## src/rtl/ppt_pkg.sv

```systemverilog
// Shared types and constants for the PPT pulse-train sequencer.
package ppt_pkg;
   localparam int CNT_W_DEF   = 16;
   localparam int CLK_DIV_MAX = 30;

   typedef enum logic [1:0] {IDLE, FIRE, WAIT, DONE} ppt_state_e;

   // Dividers above CLK_DIV_MAX would overflow the prescaler, so clamp them.
   function automatic logic [4:0] sat_clk_div(input logic [4:0] div);
      return (div > 5'(CLK_DIV_MAX)) ? 5'(CLK_DIV_MAX) : div;
   endfunction
endpackage

```

## src/rtl/ppt_sequencer_if.sv

```systemverilog
// Register-map side bundle of the PPT sequencer: configuration in, status out.
// PPT_INHIBIT_EN adds the active-high safety interlock input 'inhibit'.
interface ppt_sequencer_if #(parameter int CNT_W = 16);
   logic [4:0]       clk_div;
   logic [CNT_W-1:0] period;
   logic [CNT_W-1:0] width;
   logic [CNT_W-1:0] count;
   logic             run_ppt;
`ifdef PPT_INHIBIT_EN
   logic             inhibit;
`endif
   logic             ppt_out;
   logic [CNT_W-1:0] count_done;
   logic             done;
   logic             busy;

`ifdef PPT_INHIBIT_EN
   modport master (output clk_div, period, width, count, run_ppt, inhibit,
                   input  ppt_out, count_done, done, busy);
   modport slave  (input  clk_div, period, width, count, run_ppt, inhibit,
                   output ppt_out, count_done, done, busy);
`else
   modport master (output clk_div, period, width, count, run_ppt,
                   input  ppt_out, count_done, done, busy);
   modport slave  (input  clk_div, period, width, count, run_ppt,
                   output ppt_out, count_done, done, busy);
`endif
endinterface

```

## src/rtl/ppt_prescaler.sv

```systemverilog
// Time-base prescaler: one-cycle tick every 2^(clk_div+1) enabled clk cycles.
module ppt_prescaler #(
   parameter int DIV_W = 32
) (
   input  logic       clk,
   input  logic       rst,
   input  logic       clr,
   input  logic       en,
   input  logic [4:0] clk_div,
   output logic       tick
);
   logic [DIV_W-1:0] cnt_q;
   logic [DIV_W-1:0] cnt_d;
   logic [DIV_W-1:0] limit;

   assign limit = ({{(DIV_W-1){1'b0}}, 1'b1} << (6'(clk_div) + 6'd1)) - DIV_W'(1);
   assign tick  = en && (cnt_q == limit);
   assign cnt_d = tick ? '0 : cnt_q + DIV_W'(1);

   always_ff @(posedge clk) begin
      if (rst || clr) begin
         cnt_q <= '0;
      end else if (en) begin
         cnt_q <= cnt_d;
      end
   end
endmodule

```

## src/rtl/ppt_sequencer.sv

```systemverilog
// PPT firing sequencer: 'count' pulses of W ticks high, repeating every P ticks.
// Build with PPT_INHIBIT_EN to add the inhibit interlock that freezes the sequence.
import ppt_pkg::*;

module ppt_sequencer #(
   parameter int CNT_W = CNT_W_DEF,
   parameter int DIV_W = 32
) (
   input logic            clk,
   input logic            rst,
   ppt_sequencer_if.slave bus
);
   ppt_state_e       state_q;
   logic             ppt_out_q;
   logic             done_q;
   logic             busy_q;
   logic [CNT_W-1:0] count_done_q;
   logic [CNT_W-1:0] count_done_d;
   logic [CNT_W-1:0] count_q;
   logic [4:0]       div_q;
   logic [CNT_W:0]   high_q;
   logic [CNT_W:0]   low_q;
   logic [CNT_W:0]   tick_cnt_q;
   logic [CNT_W:0]   tick_cnt_d;
   logic [CNT_W-1:0] w_eff;
   logic [CNT_W-1:0] p_eff;
   logic [CNT_W-1:0] low_eff;
   logic             inhibit;
   logic             start;
   logic             run_en;
   logic             tick;

`ifdef PPT_INHIBIT_EN
   assign inhibit = bus.inhibit;
`else
   assign inhibit = 1'b0;
`endif

   // Low phase is never shorter than one tick, even when W >= P.
   assign w_eff   = (bus.width  == '0) ? CNT_W'(1) : bus.width;
   assign p_eff   = (bus.period == '0) ? CNT_W'(1) : bus.period;
   assign low_eff = (p_eff > w_eff) ? p_eff - w_eff : CNT_W'(1);

   assign start        = (state_q == IDLE) && bus.run_ppt && !inhibit;
   assign run_en       = ((state_q == FIRE) || (state_q == WAIT)) && !inhibit;
   assign tick_cnt_d   = tick_cnt_q + (CNT_W+1)'(1);
   assign count_done_d = count_done_q + CNT_W'(1);

   ppt_prescaler #(.DIV_W(DIV_W)) u_prescaler (
      .clk     (clk),
      .rst     (rst),
      .clr     (start),
      .en      (run_en),
      .clk_div (div_q),
      .tick    (tick)
   );

   always_ff @(posedge clk) begin
      if (rst) begin
         state_q      <= IDLE;
         ppt_out_q    <= 1'b0;
         done_q       <= 1'b0;
         busy_q       <= 1'b0;
         count_done_q <= '0;
         count_q      <= '0;
         div_q        <= '0;
         high_q       <= '0;
         low_q        <= '0;
         tick_cnt_q   <= '0;
      end else begin
         case (state_q)
            IDLE: begin
               ppt_out_q <= 1'b0;
               done_q    <= 1'b0;
               busy_q    <= 1'b0;
               if (start) begin
                  div_q        <= sat_clk_div(bus.clk_div);
                  high_q       <= {1'b0, w_eff};
                  low_q        <= {1'b0, low_eff};
                  count_q      <= bus.count;
                  count_done_q <= '0;
                  tick_cnt_q   <= '0;
                  if (bus.count == '0) begin
                     state_q <= DONE;
                     done_q  <= 1'b1;
                  end else begin
                     state_q   <= FIRE;
                     ppt_out_q <= 1'b1;
                     busy_q    <= 1'b1;
                  end
               end
            end
            FIRE: begin
               if (!bus.run_ppt) begin
                  state_q   <= IDLE;
                  ppt_out_q <= 1'b0;
                  busy_q    <= 1'b0;
               end else if (inhibit) begin
                  ppt_out_q <= 1'b0;
               end else if (tick && (tick_cnt_d == high_q)) begin
                  state_q      <= WAIT;
                  ppt_out_q    <= 1'b0;
                  count_done_q <= count_done_d;
                  tick_cnt_q   <= '0;
               end else begin
                  ppt_out_q <= 1'b1;
                  if (tick) tick_cnt_q <= tick_cnt_d;
               end
            end
            WAIT: begin
               ppt_out_q <= 1'b0;
               if (!bus.run_ppt) begin
                  state_q <= IDLE;
                  busy_q  <= 1'b0;
               end else if (tick && (tick_cnt_d == low_q)) begin
                  tick_cnt_q <= '0;
                  if (count_done_q == count_q) begin
                     state_q <= DONE;
                     done_q  <= 1'b1;
                     busy_q  <= 1'b0;
                  end else begin
                     state_q   <= FIRE;
                     ppt_out_q <= 1'b1;
                  end
               end else if (tick) begin
                  tick_cnt_q <= tick_cnt_d;
               end
            end
            DONE: begin
               ppt_out_q <= 1'b0;
               busy_q    <= 1'b0;
               if (!bus.run_ppt) begin
                  state_q <= IDLE;
                  done_q  <= 1'b0;
               end
            end
            default: state_q <= IDLE;
         endcase
      end
   end

   assign bus.ppt_out    = ppt_out_q;
   assign bus.count_done = count_done_q;
   assign bus.done       = done_q;
   assign bus.busy       = busy_q;
endmodule

```

## src/flat_wrapper.sv

```systemverilog
// flat-port wrapper written by rule: the top's interface ports become plain ports
module ppt_sequencer_flat 
#(
   parameter int CNT_W = CNT_W_DEF,
   parameter int DIV_W = 32
)
  (clk, rst, bus_clk_div, bus_period, bus_width, bus_count, bus_run_ppt, bus_ppt_out, bus_count_done, bus_done, bus_busy);
  ppt_sequencer_if #(.CNT_W(CNT_W)) bus_i ();
  input logic clk;
  input logic rst;
  input wire logic [$bits(bus_i.clk_div)-1:0] bus_clk_div;
  input wire logic [$bits(bus_i.period)-1:0] bus_period;
  input wire logic [$bits(bus_i.width)-1:0] bus_width;
  input wire logic [$bits(bus_i.count)-1:0] bus_count;
  input wire logic [$bits(bus_i.run_ppt)-1:0] bus_run_ppt;
  output wire logic [$bits(bus_i.ppt_out)-1:0] bus_ppt_out;
  output wire logic [$bits(bus_i.count_done)-1:0] bus_count_done;
  output wire logic [$bits(bus_i.done)-1:0] bus_done;
  output wire logic [$bits(bus_i.busy)-1:0] bus_busy;
  assign bus_i.clk_div = bus_clk_div;
  assign bus_i.period = bus_period;
  assign bus_i.width = bus_width;
  assign bus_i.count = bus_count;
  assign bus_i.run_ppt = bus_run_ppt;
  assign bus_ppt_out = bus_i.ppt_out;
  assign bus_count_done = bus_i.count_done;
  assign bus_done = bus_i.done;
  assign bus_busy = bus_i.busy;
  ppt_sequencer #(.CNT_W(CNT_W), .DIV_W(DIV_W)) u_core (.clk(clk), .rst(rst), .bus(bus_i));
endmodule
```

## config.mk

```make
export PLATFORM = sky130hd
export DESIGN_NAME = ppt_sequencer_flat
export DESIGN_NICKNAME = d
export VERILOG_FILES = /design/src/rtl/ppt_pkg.sv /design/src/rtl/ppt_sequencer_if.sv /design/src/rtl/ppt_prescaler.sv /design/src/rtl/ppt_sequencer.sv /design/src/flat_wrapper.sv
export SDC_FILE = /design/constraint.sdc
export NUM_CORES = 1
export LEC_CHECK = 0
export CORE_MARGIN = 2
export CORE_UTILIZATION = 55
export CTS_CLUSTER_SIZE = 24
export DETAILED_ROUTE_END_ITERATION = 12
export PLACE_DENSITY = 0.76
export SLEW_MARGIN = 20
export SYNTH_ARGS = -nofsm -noshare
export SYNTH_HDL_FRONTEND = slang
export SYNTH_SLANG_ARGS = --single-unit
export TNS_END_PERCENT = 5
```

## constraint.sdc

```tcl
create_clock -name clk -period 4.6 [get_ports clk]
set_clock_uncertainty 0.2 [all_clocks]
set_input_delay 1.15 -clock clk [delete_from_list [all_inputs] [get_ports clk]]
set_output_delay 1.15 -clock clk [all_outputs]
set_load 0.005 [all_outputs]
```

== Yosys cells after proc, flatten, opt, wreduce, memory -nomap -nowiden ==
Cells that the tools add are included.

* Flip-flop bits (word level): 123
* Input port bits: 56
* Output and inout port bits: 19
* Word-level logic and storage cells: 101

* Add/sub/neg operators: 6
* $lt $le $gt $ge: 2
* Equality and inequality tests: 18
* Shift operators: 1
* Muxes and demuxes: 44
* Reductions and logical operators: 19

{| class="wikitable"
|+ Operator list
! cell !! count
|-
| two-way mux 17 bit || 6
|-
| two-way mux 16 bit || 6
|-
| case mux 17 bit (3 select lines) || 1
|-
| logical NOT 16 bit || 3
|-
| == test 17 x 16 -> 1 bit || 2
|-
| adder 32 x 1 -> 32 bit (second input constant) || 1
|-
| == test 32 bit || 1
|-
| two-way mux 32 bit || 1
|-
| case mux 16 bit (2 select lines) || 1
|-
| << shifter 1 x 6 -> 32 bit (first input constant) || 1
|-
| subtractor 32 x 1 -> 32 bit (second input constant) || 1
|-
| adder 17 x 1 -> 17 bit (second input constant) || 1
|-
| adder 16 x 1 -> 16 bit (second input constant) || 1
|-
| == test 16 bit || 1
|-
| > comparator 16 bit || 1
|-
| two-way mux 1 bit || 16
|-
| two-way mux 2 bit || 8
|-
| != test 2 bit (second input constant) || 8
|-
| subtractor 16 bit || 1
|-
| AND reduction 4 bit || 3
|-
| != test 3 bit (second input constant) || 3
|-
| case mux 1 bit (4 select lines) || 2
|-
| case mux 2 bit (4 select lines) || 1
|-
| adder 5 x 1 -> 6 bit (second input constant) || 1
|-
| other kinds (13) || 19
|}

== Depth between registers and ports, before layout ==
* Depth in word-level cells: 9
* Depth in mapped cells: 18
* Mapped depth without buffers: 15

== Cells and area by module ==
A second synthesis with hierarchy kept.

* Cells, all modules: 1,155
* Area, all modules: 8,989.9 sq um

{| class="wikitable"
|+ By module, submodules not included
! module !! times used !! cells an instance !! area an instance (sq um) !! sequential area each (sq um)
|-
| ppt_sequencer || 1 || 783 || 6,030.8 || 1,821.7
|-
| ppt_prescaler || 1 || 372 || 2,959.1 || 640.6
|}

== Least setup slack after synthesis ==
OpenSTA, ideal clock, no wires.

* Kind: input -> register
* Start point: input port bus_width[9]
* End point: register u_core.low_q[10]
* Setup time: 117 ps
* Data arrival time: 3,896 ps
* Data required time: 4,283 ps
* Path slack: 387 ps
* Stages: 16
* Buffers on the path: 1
* Path through: nor4_1 a41o_1 ha_1 inv_1 fa_1 a21o_1 a21oi_1 o21bai_1 a31oi_1 o211ai_1 o21a_1 nor2_1 o21a_1 nor3_1 clkbuf_1 a22o_1

* Word-level cells in the longest chain between the ends: 4
* Elaborated cells on any way between the ends: 5
* Those cells by class: 1 x add/sub; 1 x order compare; 2 x mux; 1 x reduce/logical

{| class="wikitable"
|+ Ends and longest elaborated chain
! element !! RTL line !! text
|-
| start, declared || flat_wrapper.sv:13 || <nowiki>input wire logic [$bits(bus_i.width)-1:0] bus_width;</nowiki>
|-
| logical NOT 16 bit (*) || ppt_sequencer.sv:40 || <nowiki>assign w_eff = (bus.width == '0) ? CNT_W'(1) : bus.width;</nowiki>
|-
| two-way mux 16 bit (*) || ppt_sequencer.sv:40 ||
|-
| named net u_core.w_eff[0] || ppt_sequencer.sv:25 || <nowiki>logic [CNT_W-1:0] w_eff;</nowiki>
|-
| subtractor 16 bit or > comparator 16 bit (tied branches) || ppt_sequencer.sv:42 || <nowiki>assign low_eff = (p_eff > w_eff) ? p_eff - w_eff : CNT_W'(1);</nowiki>
|-
| two-way mux 16 bit (*) || ppt_sequencer.sv:42 ||
|-
| end signal, assigned || ppt_sequencer.sv:79 || <nowiki>low_q <= {1'b0, low_eff};</nowiki>
|-
| end, declared || ppt_sequencer.sv:22 || <nowiki>logic [CNT_W:0] low_q;</nowiki>
|}

The timed path passes the listed nets; every way through them passes the cells marked *.
A chain may end at the register's enable or synchronous reset.

== Final worst setup path ==
* Start point: input port bus_width[5]
* End point: register u_core.low_q[11]

The elaborated chain is that of the path after synthesis.

==> summary.txt <==
Logic synthesis
  – Async SR Flop Fraction: 0%
  – Main flop type after synthesis: dfxtp_1
  – Share of the synthesized area in the top cell type: between 20 and 30%
  – Avg Inst Size Synth: around 7.5 um^2
  – Sequential-to-total area share from yosys stat: between 20% and 30%
  – Synth area leader: dfxtp_1
  – Post-synth EDFFs: 0
  – Synth area leaders: dfxtp_1 28%, xnor2_1 6.6%, nand2_1 6.2%, xor2_1 4.9%, nor2_1 4.4%
  – Distinct cells, synth: between 80 and 90
  – Ys Warns: 0
  – Syn nets: between 1000 and 1500
  – Instance count of the mapped netlist: approximately 1200
  – Mapped cell area: 8745 um^2
  – Yosys reg bits: between 100 and 150

Finish
  – Post-layout util: 66.89%
  – Layout cells sized above 1: roughly a tenth
  – Filler-free cell count of the finished design: 1463
  – Design Area, Final: 10510 um^2
  – Layout area overhead: 20.19%
  – Post-layout net count: 1315
  – # diodes: 0

Global routing
  – Antenna violations before repair: 0
  – Vias in the first global route: 7976
  – Grt total ovfl: 0
  – Global-route met1 utilization: 42.72%
  – GR Util met3: under 10%
  – Total track usage: between 30% and 40%
  – GR Layer Usage met2: 45.80%
  – Pin count of the biggest net entering global routing: between 40 and 50
  – First-pass GRT wire length: slightly above 40000 um
  – GR peak layer: met2

Worst setup path
  – CP Max Fanout: 15
  – Worst path arrival time: approximately 4.6 ns
  – Critical-path cell list: clkdlybuf4s50_1, nor4_1, a41o_1, ha_1, inv_1, fa_1, a21o_1, a21oi_2, o21bai_1, a31oi_1, o211ai_1, o21a_1, nor2_2, o21a_1, nor3_1, buf_12, a32o_1
  – Worst EP required: about 4.7 ns
  – CP max-delay cell: clkdlybuf4s50_1
  – Top delay family on crit path: compound AO/OA/AOI/OAI gates
  – Worst Path Buf+Inv: 3
  – Worst setup SP type: primary input
  – Crit path top cell by count: o21a_1
  – CP endpoint kind: flip-flop
  – Crit Path Category: in -> reg
  – CP peak stage delay: approximately 0.45 ns

Place
  – Dpl cell area: 9883 um^2
  – GPL Wtd Cong: between 0.9 and 1
  – Detailed placement HPWL: between 15000 and 20000 um
  – Placed cells: about 1400
  – IO buf count: 74

Clocking
  – Worst-skew pair later-pin latency: ~0.43 ns
  – Root buffer cell: clkbuf_16
  – Number of H-tree levels: 4
  – Cts hold-fix bufs: 0
  – CTS Buf Count: 17
  – CTS tree: yes
  – Clock Pin Slew Worst Setup and Hold Paths: approximately 0.060 ns
  – Post-CTS setup buffers: 0
  – Post_cts resized: 0
  – CTS sink cnt: roughly 120
  – CTS max path bufs: 2

Routing
  – Via Count: between 8000 and 9000
  – Wire per inst: approximately 17 um
  – Routed vias/inst: a little over 6
  – Total Routed Length: 24950 um
  – Drc violations: 0
  – Final ANT Viol Nets: 0
  – DR iter-0 viols: just under 900
  – DR pass1 iterations: 5

Timing
  – Final slew viol count: 0
  – Slew @ Worst Pin: between 0.7 and 0.8 ns
  – Crit share post-route: 97.73%
  – Fin Setup TNS: 0 ns
  – Slew HR: around half
  – Worst Hold Slack: around 0.27 ns
  – Hold Vio Cnt, Final: 0
  – RSZ-0062 raised after global routing: yes
  – Minimum clock period: between 4 and 5 ns
  – Final setup violating endpoints: 0
  – Fmax: between 200 and 250 MHz

Power and ir drop
  – Int Power: ~2.2 mW
  – P per Cell Area: about 300 nW/um^2
  – Combinational Power Share: a little over a fifth
  – Part of the power in registers: 36.0%
  – VDD IR max: approximately 260 uV
  – Switching power: ~1 mW
  – Clock power share: between 40% and 50%
  – Lkg Pwr: approximately 4 nW
  – Sw frac: a little under a third

Floorplanning
  – Die W: around 130 um
  – IO Count: between 70 and 80
  – Die area: ~17000 um^2
  – Starting Density: 55.65%
  – Row Count: 46
  – Core Region: 15710 um^2
  – DIE HEIGHT: 130.1 um

Min path
  – HP Class: reg -> reg

Flow run
  – Max Cap Viol: 0

Run status
  – Status: finished clean
==> path summary, 6_finish.rpt <==
check	startpoint	end	slack (ns)	cells past startpoint
setup / recovery	bus_width[5]	u_core.low_q[11]	0.10	17
hold / removal	u_core.count_q[3]	u_core.count_q[3]	0.27	2
setup reg to reg	u_core.div_q[2]	u_core.state_q[0]	0.34	13
hold reg to reg	u_core.count_q[3]	u_core.count_q[3]	0.27	2
==> worst reg2reg max path, delay by kind of cell, from the launching register on <==
kind	cells	cell delay, ns
compound gates	4	1.20
flops	1	0.32
fa+ha+maj	1	0.37
simple gates	7	1.92
xor+xnor	1	0.15
==> layout by cell type, fill, tap and decap left out, types with 9 or more instances in the layout <==
cell type        Yosys  routed
a21o_1               9       9
a21oi_1             77      76
a22o_1              14      14
a31oi_1             10      10
and3_1              15      15
buf_4                2      63
clkbuf_16            0      17
clkdlybuf4s50_1      0      73
dfxtp_1            123     123
ha_1                24      24
inv_1               44      44
nand2_1            144     144
nand2b_1            14      14
nand3_1             30      30
nand4_1             43      43
nor2_1             103     101
nor2b_1              9       9
nor3_1              46      46
nor4_1              25      23
o21ai_0             60      60
or3_1               13      13
xnor2_1             66      66
xor2_1              49      49
==> flip-flops by register name, summed over array words and instances, names as in the netlist, 2 cells and up <==
register / cells
u_core.div_q: 5
u_core.count_q: 16
u_core.high_q: 16
u_core.u_prescaler.cnt_q: 32
u_core.tick_cnt_q: 17
u_core.state_q: 2
u_core.bus.count_done: 16
u_core.low_q: 16
==> power by group through the flow <==
stage	Combinational (mW)	Sequential (mW)	Clock, mW
3_3_place_gp	0.645	1.17	0
2_1_floorplan	0.443	1.16	0
3_5_place_dp	0.649	1.17	0
5_1_grt	0.730	1.15	1.44
6_report	0.669	1.15	1.37
4_1_cts	0.656	1.15	1.38
==> through the flow <==
step	power (mW)	setup WS [ns]
finish	3.187	0.1043
global route	3.318	-0.01781
CTS	3.185	0.01288
detailed placement	1.819	-0.3759
global placement	1.813	-0.2995
floorplan	1.600	0.3873
==> layout make-up <==
cell class                 count  area (um^2)
multi-input combinational    910         5788
clock inverter                15        170.2
timing repair buffer         138         1229
inverter                      44        165.2
clock buffer                  17        425.4
tap                          216        270.3
fill                        1312         5202
sequential                   123         2462
==> cells by family after synthesis <==
kind of cell,synth area share (%)
AOI/OAI and AO/OA,20.00
xor gates and xnor gates,12.03
DFF,28.16
adders and majority gates,3.663
buffers and inverters,6.009
and+or+nand+nor,29.29
other,0.04288
muxes,0.8013
==> per-layer routing <==
metal,vias up,wire length (um)
met1,4090,11240
met5,-,0
met4,0,486
met3,43,2116
met2,425,11110
li1,4295,-
==> cell usage after synthesis (4+ instances only) <==
cell type / n
nand2_1: 144
dfxtp_1: 123
nor2_1: 103
a21oi_1: 77
xnor2_1: 66
o21ai_0: 60
xor2_1: 49
clkbuf_1: 48
nor3_1: 46
inv_1: 44
nand4_1: 43
nand3_1: 30
nor4_1: 25
buf_2: 24
ha_1: 24
and3_1: 15
a22o_1: 14
nand2b_1: 14
or3_1: 13
a31oi_1: 10
a21o_1: 9
buf_1: 9
nor2b_1: 9
a22oi_1: 8
nor3b_1: 8
o211ai_1: 8
o21a_1: 8
a211oi_1: 7
and2_1: 7
mux2i_1: 7
nand4b_1: 5
or2_2: 5
a2111oi_0: 4
and4_1: 4
o22ai_1: 4
o31ai_1: 4
or4_1: 4
(Power assumes the default switching activity.)
